`src/rtl/sd_port_arbiter.sv`:
```
// Two-master arbiter for the single SDRAM controller port. M1 (video/DMA) has priority;
// a consecutive-grant limit keeps M0 (CPU) from starving. Whole bursts are routed before re-arbitration.
module sd_port_arbiter #(
  parameter int unsigned MAX_CONSEC = 4
) (
  input  logic        clk_i,
  input  logic        rst_i,
  // master 0 (CPU)
  input  logic        m0_req_valid,
  output logic        m0_req_ready,
  input  logic [3:0]  m0_req_len,
  input  logic [31:0] m0_req_addr,
  input  logic        m0_req_we,
  input  logic [31:0] m0_dout,
  input  logic [3:0]  m0_dout_mask,
  input  logic        m0_dout_valid,
  output logic        m0_dout_ready,
  output logic [31:0] m0_din,
  output logic        m0_din_valid,
  input  logic        m0_din_ready,
  // master 1 (video/DMA)
  input  logic        m1_req_valid,
  output logic        m1_req_ready,
  input  logic [3:0]  m1_req_len,
  input  logic [31:0] m1_req_addr,
  input  logic        m1_req_we,
  input  logic [31:0] m1_dout,
  input  logic [3:0]  m1_dout_mask,
  input  logic        m1_dout_valid,
  output logic        m1_dout_ready,
  output logic [31:0] m1_din,
  output logic        m1_din_valid,
  input  logic        m1_din_ready,
  // SDRAM controller side
  output logic        s_req_valid,
  input  logic        s_req_ready,
  output logic [3:0]  s_req_len,
  output logic [31:0] s_req_addr,
  output logic        s_req_we,
  output logic [31:0] s_dout,
  output logic [3:0]  s_dout_mask,
  output logic        s_dout_valid,
  input  logic        s_dout_ready,
  input  logic [31:0] s_din,
  input  logic        s_din_valid,
  output logic        s_din_ready,
  output logic        busy
);

  localparam logic [1:0] IDLE  = 2'd0;
  localparam logic [1:0] REQ   = 2'd1;
  localparam logic [1:0] WDATA = 2'd2;
  localparam logic [1:0] RDATA = 2'd3;

  localparam logic [3:0] MaxConsec = 4'(MAX_CONSEC);

  logic [1:0] state, state_next;
  logic       gnt, gnt_next;          // 1 = M1 granted
  logic [4:0] beat_cnt, beat_cnt_next;
  logic [3:0] consec_cnt, consec_cnt_next;
  logic       pick_m1;

  // Granted master's request/write signals
  logic        sel_req_valid;
  logic [3:0]  sel_req_len;
  logic [31:0] sel_req_addr;
  logic        sel_req_we;
  logic [31:0] sel_dout;
  logic [3:0]  sel_dout_mask;
  logic        sel_dout_valid;
  logic        sel_din_ready;

  always_comb begin
    sel_req_valid  = gnt ? m1_req_valid  : m0_req_valid;
    sel_req_len    = gnt ? m1_req_len    : m0_req_len;
    sel_req_addr   = gnt ? m1_req_addr   : m0_req_addr;
    sel_req_we     = gnt ? m1_req_we     : m0_req_we;
    sel_dout       = gnt ? m1_dout       : m0_dout;
    sel_dout_mask  = gnt ? m1_dout_mask  : m0_dout_mask;
    sel_dout_valid = gnt ? m1_dout_valid : m0_dout_valid;
    sel_din_ready  = gnt ? m1_din_ready  : m0_din_ready;
  end

  always_comb begin
    state_next      = state;
    gnt_next        = gnt;
    beat_cnt_next   = beat_cnt;
    consec_cnt_next = consec_cnt;
    pick_m1         = 1'b0;
    case (state)
      IDLE: begin
        if (m0_req_valid || m1_req_valid) begin
          pick_m1  = m1_req_valid && !(m0_req_valid && (consec_cnt == MaxConsec));
          gnt_next = pick_m1;
          if (pick_m1 && m0_req_valid) begin
            consec_cnt_next = (consec_cnt == 4'hF) ? consec_cnt : consec_cnt + 4'd1;
          end else begin
            consec_cnt_next = 4'd0;
          end
          state_next = REQ;
        end
      end
      REQ: begin
        // A request withdrawn before the handshake releases the port.
        if (!sel_req_valid) begin
          state_next = IDLE;
        end else if (s_req_ready) begin
          beat_cnt_next = (sel_req_len == 4'd0) ? 5'd16 : {1'b0, sel_req_len};
          state_next    = sel_req_we ? WDATA : RDATA;
        end
      end
      WDATA: begin
        if (sel_dout_valid && s_dout_ready) begin
          beat_cnt_next = beat_cnt - 5'd1;
          if (beat_cnt == 5'd1) state_next = IDLE;
        end
      end
      RDATA: begin
        if (s_din_valid && sel_din_ready) begin
          beat_cnt_next = beat_cnt - 5'd1;
          if (beat_cnt == 5'd1) state_next = IDLE;
        end
      end
      default: state_next = IDLE;
    endcase
  end

  always_ff @(posedge clk_i or posedge rst_i) begin
    if (rst_i) begin
      state      <= IDLE;
      gnt        <= 1'b0;
      beat_cnt   <= 5'd0;
      consec_cnt <= 4'd0;
    end else begin
      state      <= state_next;
      gnt        <= gnt_next;
      beat_cnt   <= beat_cnt_next;
      consec_cnt <= consec_cnt_next;
    end
  end

  assign m0_din = s_din;
  assign m1_din = s_din;
  assign busy   = (state != IDLE);

  always_comb begin
    s_req_valid   = 1'b0;
    s_req_len     = 4'd0;
    s_req_addr    = 32'd0;
    s_req_we      = 1'b0;
    s_dout        = 32'd0;
    s_dout_mask   = 4'd0;
    s_dout_valid  = 1'b0;
    s_din_ready   = 1'b0;
    m0_req_ready  = 1'b0;
    m1_req_ready  = 1'b0;
    m0_dout_ready = 1'b0;
    m1_dout_ready = 1'b0;
    m0_din_valid  = 1'b0;
    m1_din_valid  = 1'b0;
    case (state)
      REQ: begin
        s_req_valid  = sel_req_valid;
        s_req_len    = sel_req_len;
        s_req_addr   = sel_req_addr;
        s_req_we     = sel_req_we;
        m0_req_ready = !gnt && s_req_ready;
        m1_req_ready = gnt && s_req_ready;
      end
      WDATA: begin
        s_dout        = sel_dout;
        s_dout_mask   = sel_dout_mask;
        s_dout_valid  = sel_dout_valid;
        m0_dout_ready = !gnt && s_dout_ready;
        m1_dout_ready = gnt && s_dout_ready;
      end
      RDATA: begin
        s_din_ready  = sel_din_ready;
        m0_din_valid = !gnt && s_din_valid;
        m1_din_valid = gnt && s_din_valid;
      end
      default: ;
    endcase
  end

endmodule
```
`config.mk`:
```
export PLATFORM = sky130hd
export DESIGN_NAME = sd_port_arbiter
export DESIGN_NICKNAME = d
export VERILOG_FILES = /design/src/rtl/sd_port_arbiter.sv
export SDC_FILE = /design/constraint.sdc
export NUM_CORES = 1
export LEC_CHECK = 0
export CORE_AREA = 2 2 131 133
export DETAILED_ROUTE_END_ITERATION = 8
export DIE_AREA = 0 0 133 135
export PLACE_DENSITY_LB_ADDON = 0.08
export SETUP_SLACK_MARGIN = 0.2
export SYNTH_ARGS = -nofsm -noshare
export SYNTH_HDL_FRONTEND = slang
export SYNTH_SLANG_ARGS = --single-unit
```
`constraint.sdc`:
```
create_clock -name clk_i -period 4.6 [get_ports clk_i]
set_input_delay 0.92 -clock clk_i [delete_from_list [all_inputs] [get_ports clk_i]]
set_output_delay 0.92 -clock clk_i [all_outputs]
set_load 0.005 [all_outputs]
```
* Word-level counts from Yosys, hierarchy flattened *
Index checks and enable logic that the tools add are counted.
Widths: inputs -> output; s select.

operators by class
  add/subtract/negate cells = 2
  eq/ne operators = 13
  muxes and demuxes = 38
  reduce and logical (&&, ||, !) cells = 22

operators by type and width
  cell                 number
  $mux 32              4
  $mux 5               5
  $mux 4               6
  $mux 1               15
  $pmux 5 s3           1
  $mux 2               6
  $ne 2x2->1 const B   6
  $logic_and 1x1->1    11
  $pmux 2 s4           1
  $eq 5x1->1 const B   1
  $reduce_and 5->1     1
  $sub 5x1->5 const B  1
  $add 4x1->4 const B  1
  $eq 2x2->1 const B   2
  $eq 4x3->1 const B   1
  $eq 4x4->1 const B   1
  $logic_not 4->1      1
  $reduce_and 4->1     1
  $ne 3x3->1 const B   1
  $reduce_and 3->1     1
  $reduce_bool 3->1    1
  $eq 2x1->1 const B   1
  $logic_not 1->1      2
  $logic_not 2->1      1
  3 further kinds      3

storage, ports and cells
  flip-flop bits (word level) = 12
  output and inout port bits = 147
  word-level logic and storage cells = 79

* Depth between registers and ports, before layout *
  word-level depth = 7
  depth in mapped cells = 6
  mapped depth without buffers = 6

* Worst setup path after synthesis *
No wires, ideal clock.

  path kind = input-to-output
  start = input port m1_req_len[2]
  end = output port s_req_len[2]
  arrival time = 1313 ps
  slack = 2367 ps
  stages = 2
  path through = mux2_2 > and2_1

between the ends
  word-level cells in the longest chain between the ends = 2

RTL lines
  element      RTL line  text
  from (decl)  24        input logic [3:0] m1_req_len,
  $mux 4       75        sel_req_len = gnt ? m1_req_len : m0_req_len;
  $mux 4       161       case (state)
  to (decl)    37        output logic [3:0] s_req_len,

Every way passes these cells.

* Worst setup path in the final report *
  start = input port m0_req_valid
  end = output port s_req_valid

between the ends
  word-level cells in the longest chain between the ends = 2

RTL lines
  element      RTL line  text
  from (decl)  9         input logic m0_req_valid,
  $mux 1       74        sel_req_valid = gnt ? m1_req_valid : m0_req_valid;
  $mux 1       161
  to (decl)    35        output logic s_req_valid,

Every way passes these cells.

==> impl_metrics.env <==
export IMPL_final_min_clock_period_ns=3.35
export IMPL_synth_top_cell_area_share_pct=30.4
export IMPL_fin_crit_sh_pct=72.8
export IMPL_cp_max_fo=7
export IMPL_areaGrowthSynthToFinish_pct=89.5
export IMPL_avgSynthCellArea_um2=7.32
export IMPL_async_flop_share_pct=100
export IMPL_worst_path_most_repeated_cell="clkdlybuf4s50_1"
export IMPL_drc=0
export IMPL_hold_path_class="reg -> reg"
export IMPL_antennaDiodeCount=0
export IMPL_ioPinCount=336
export IMPL_worstMarginPinSlew_ns=0.856
export IMPL_portBuffers=239
export IMPL_multi_input_area_um2=1610
export IMPL_grt_max_degree=50
export IMPL_syn_nets=535
export IMPL_clock_path_buffers=2
export IMPL_postRouteAntennaNets=0
export IMPL_drt_iter0_drc=107
export IMPL_htree_levels=1
export IMPL_path_clk_slew_ns=0.05
export IMPL_start_util_pct=15.3
export IMPL_synth_top_area_cell="mux2i_1"
export IMPL_slew_viol_final=0
export IMPL_fillerInstances=1751
export IMPL_ys_flop_type="dfrtp_1"
export IMPL_via_per_inst=3.97
export IMPL_finClkSkew_ns=0.00392
export IMPL_slowest_stage="clkdlybuf4s50_1"
export IMPL_syn_area_um2=2500
export IMPL_start_kind="primary input"
export IMPL_chipHeight_um=135
export IMPL_post_cts_buffers=0
export IMPL_drt_total_wl_um=12300
export IMPL_powerDensity_nw_per_um2=413
export IMPL_wl_per_cell_um=16.9
export IMPL_dpl_hpwl_um=10100
export IMPL_rsz0062_at_grt="no"
export IMPL_cts_root_buf="clkbuf_16"
export IMPL_synth_edf_count=0
export IMPL_fmax_mhz=299
export IMPL_die_area_um2=18000
export IMPL_cts_made_buffers=3
export IMPL_dr_pass1_iters=4
export IMPL_chipWidth_um=133
export IMPL_final_cell_mix="239 x clkdlybuf4s50_1, 82 x nor2_1, 76 x mux2i_1"
export IMPL_final_common_cell="clkdlybuf4s50_1"
export IMPL_postLayoutSetupSlackWorst_ns=1.25
export IMPL_required_ns=3.68
export IMPL_synth_cell_types=38
export IMPL_ys_seq_elements=12
export IMPL_design_core_area_um2=16400
export IMPL_grt_pass1_wl_um=18200
export IMPL_clock_latency_ns=0.24
export IMPL_status="finished, final reports clean"
export IMPL_fin_util_pct=28.9
export IMPL_antenna_found_initial=0
export IMPL_overflow=0
export IMPL_cts_resized=0
export IMPL_critPathTopFamily="buffers and inverters"
export IMPL_synth_seq_area_share_pct=12.0
export IMPL_setup_viol=0
export IMPL_path_buf_inv=2
export IMPL_leakagePower_nw=1.86
export IMPL_rrSetupSlack_ns=2.25
export IMPL_vdd_drop_max_mv=0.268
export IMPL_final_layout_size_suffix_gt1_share_pct=3.55
export IMPL_cts_sinks=12
export IMPL_grtUsageTotal_pct=12.9
export IMPL_crit_arrival_ns=2.43
export IMPL_criticalPathCategory="in -> out"
export IMPL_layout_nets=701
export IMPL_hold_viol=0
export IMPL_synth_area_leaders="mux2i_1 30%, buf_4 19%, nor2_1 12%"
export IMPL_grt_pass1_vias=3062
export IMPL_path_cells="clkdlybuf4s50_1, mux2i_1, nor2_1, clkdlybuf4s50_1"
export IMPL_vias=2884
export IMPL_max_slew_margin_rel_pct=43.0
export IMPL_tns_ns=0
export IMPL_ff_latch_area_um2=304
export IMPL_syn_inst=342
export IMPL_cap_violations=0
export IMPL_ys_warn_count=0
export IMPL_slowest_delay_ns=0.58
export IMPL_hold_buffers=0
export IMPL_num_rows=47
export IMPL_cts_tree="done"
export IMPL_pre_cts_ws_ns=1.28
export IMPL_gp_congestion=0.778
export IMPL_critical_path_endpoint_type="primary output"
## sequential cells by signal, indices dropped and copies added (netlist names)
register / cells
beat_cnt: 5
consec_cnt: 4
state: 2
gnt: 1
## worst paths after layout
path	startpoint	to	cells past startpoint
worst max-delay path	m0_req_valid	s_req_valid	4
worst min-delay path	consec_cnt[3]$_DFFE_PP0P_	consec_cnt[3]$_DFFE_PP0P_	1
worst max register to register	gnt$_DFFE_PP0P_	beat_cnt[0]$_DFFE_PP0P_	4
worst min register to register	consec_cnt[3]$_DFFE_PP0P_	consec_cnt[3]$_DFFE_PP0P_	1
max in group asynchronous	rst_i	gnt$_DFFE_PP0P_	2
min in group asynchronous	rst_i	consec_cnt[2]$_DFFE_PP0P_	2
## cells in the mapped netlist, types with 2 or more instances
| master | instances |
|---|---|
| ha_1 | 4 |
| o211ai_1 | 2 |
| inv_1 | 10 |
| clkbuf_1 | 6 |
| nand2_1 | 14 |
| nor2_1 | 82 |
| o21ai_2 | 2 |
| nand2b_1 | 5 |
| buf_2 | 8 |
| nor3_1 | 7 |
| dfrtp_1 | 12 |
| mux2_2 | 2 |
| or2_2 | 2 |
| nor3b_1 | 5 |
| nor2b_1 | 2 |
| nand3_1 | 5 |
| o31ai_1 | 3 |
| a31oi_1 | 5 |
| buf_4 | 65 |
| o21ai_0 | 5 |
| mux2i_1 | 76 |
| buf_1 | 3 |
| a21oi_1 | 2 |
## power by group
part	total [mW]	internal [mW]	switching, mW
Combinational	1.47	0.862	0.611
Clock	0.178	0.131	0.0469
Sequential	0.307	0.147	0.160
## routing by layer
metal | global-route usage, % | vias up | share of wire (%)
li1 | - | 1430 | -
met1 | 14.2 | 1303 | 38
met2 | 24.9 | 130 | 53
met3 | 3.08 | 21 | 7.4
met4 | 3.35 | 0 | 1.9
met5 | 0 | - | 0
## cell families after synthesis
family / Yosys count / share of synthesized area [%]
AND/OR/NAND/NOR: 127 / 22.3
buffers and inverters: 92 / 23.9
multiplexers: 78 / 31.3
AO/OA/AOI/OAI: 29 / 8.54
flip-flops: 12 / 12.0
adder cells (fa/ha/maj): 4 / 2.00
## metrics by stage
step | hold WS [ns] | instance area (um^2) | total power, mW | std cells
floorplan | 0.460 | 2500 | 1.07 | 342
global placement | 0.492 | 4660 | 1.81 | 723
detailed placement | 0.495 | 4660 | 1.81 | 723
CTS | 0.509 | 4750 | 2.00 | 727
global route | 0.535 | 4750 | 2.13 | 727
finish | 0.513 | 4750 | 1.96 | 727
## final cells by class
cell class              instances  area share, %
inverters                      10          0.791
clock buffers                   4           1.87
repair buffers                243           51.3
multi-input cells             238           33.8
well taps                     220           5.80
flip-flops and latches         12           6.41
No activity file was read; power rests on OpenSTA's default activity.
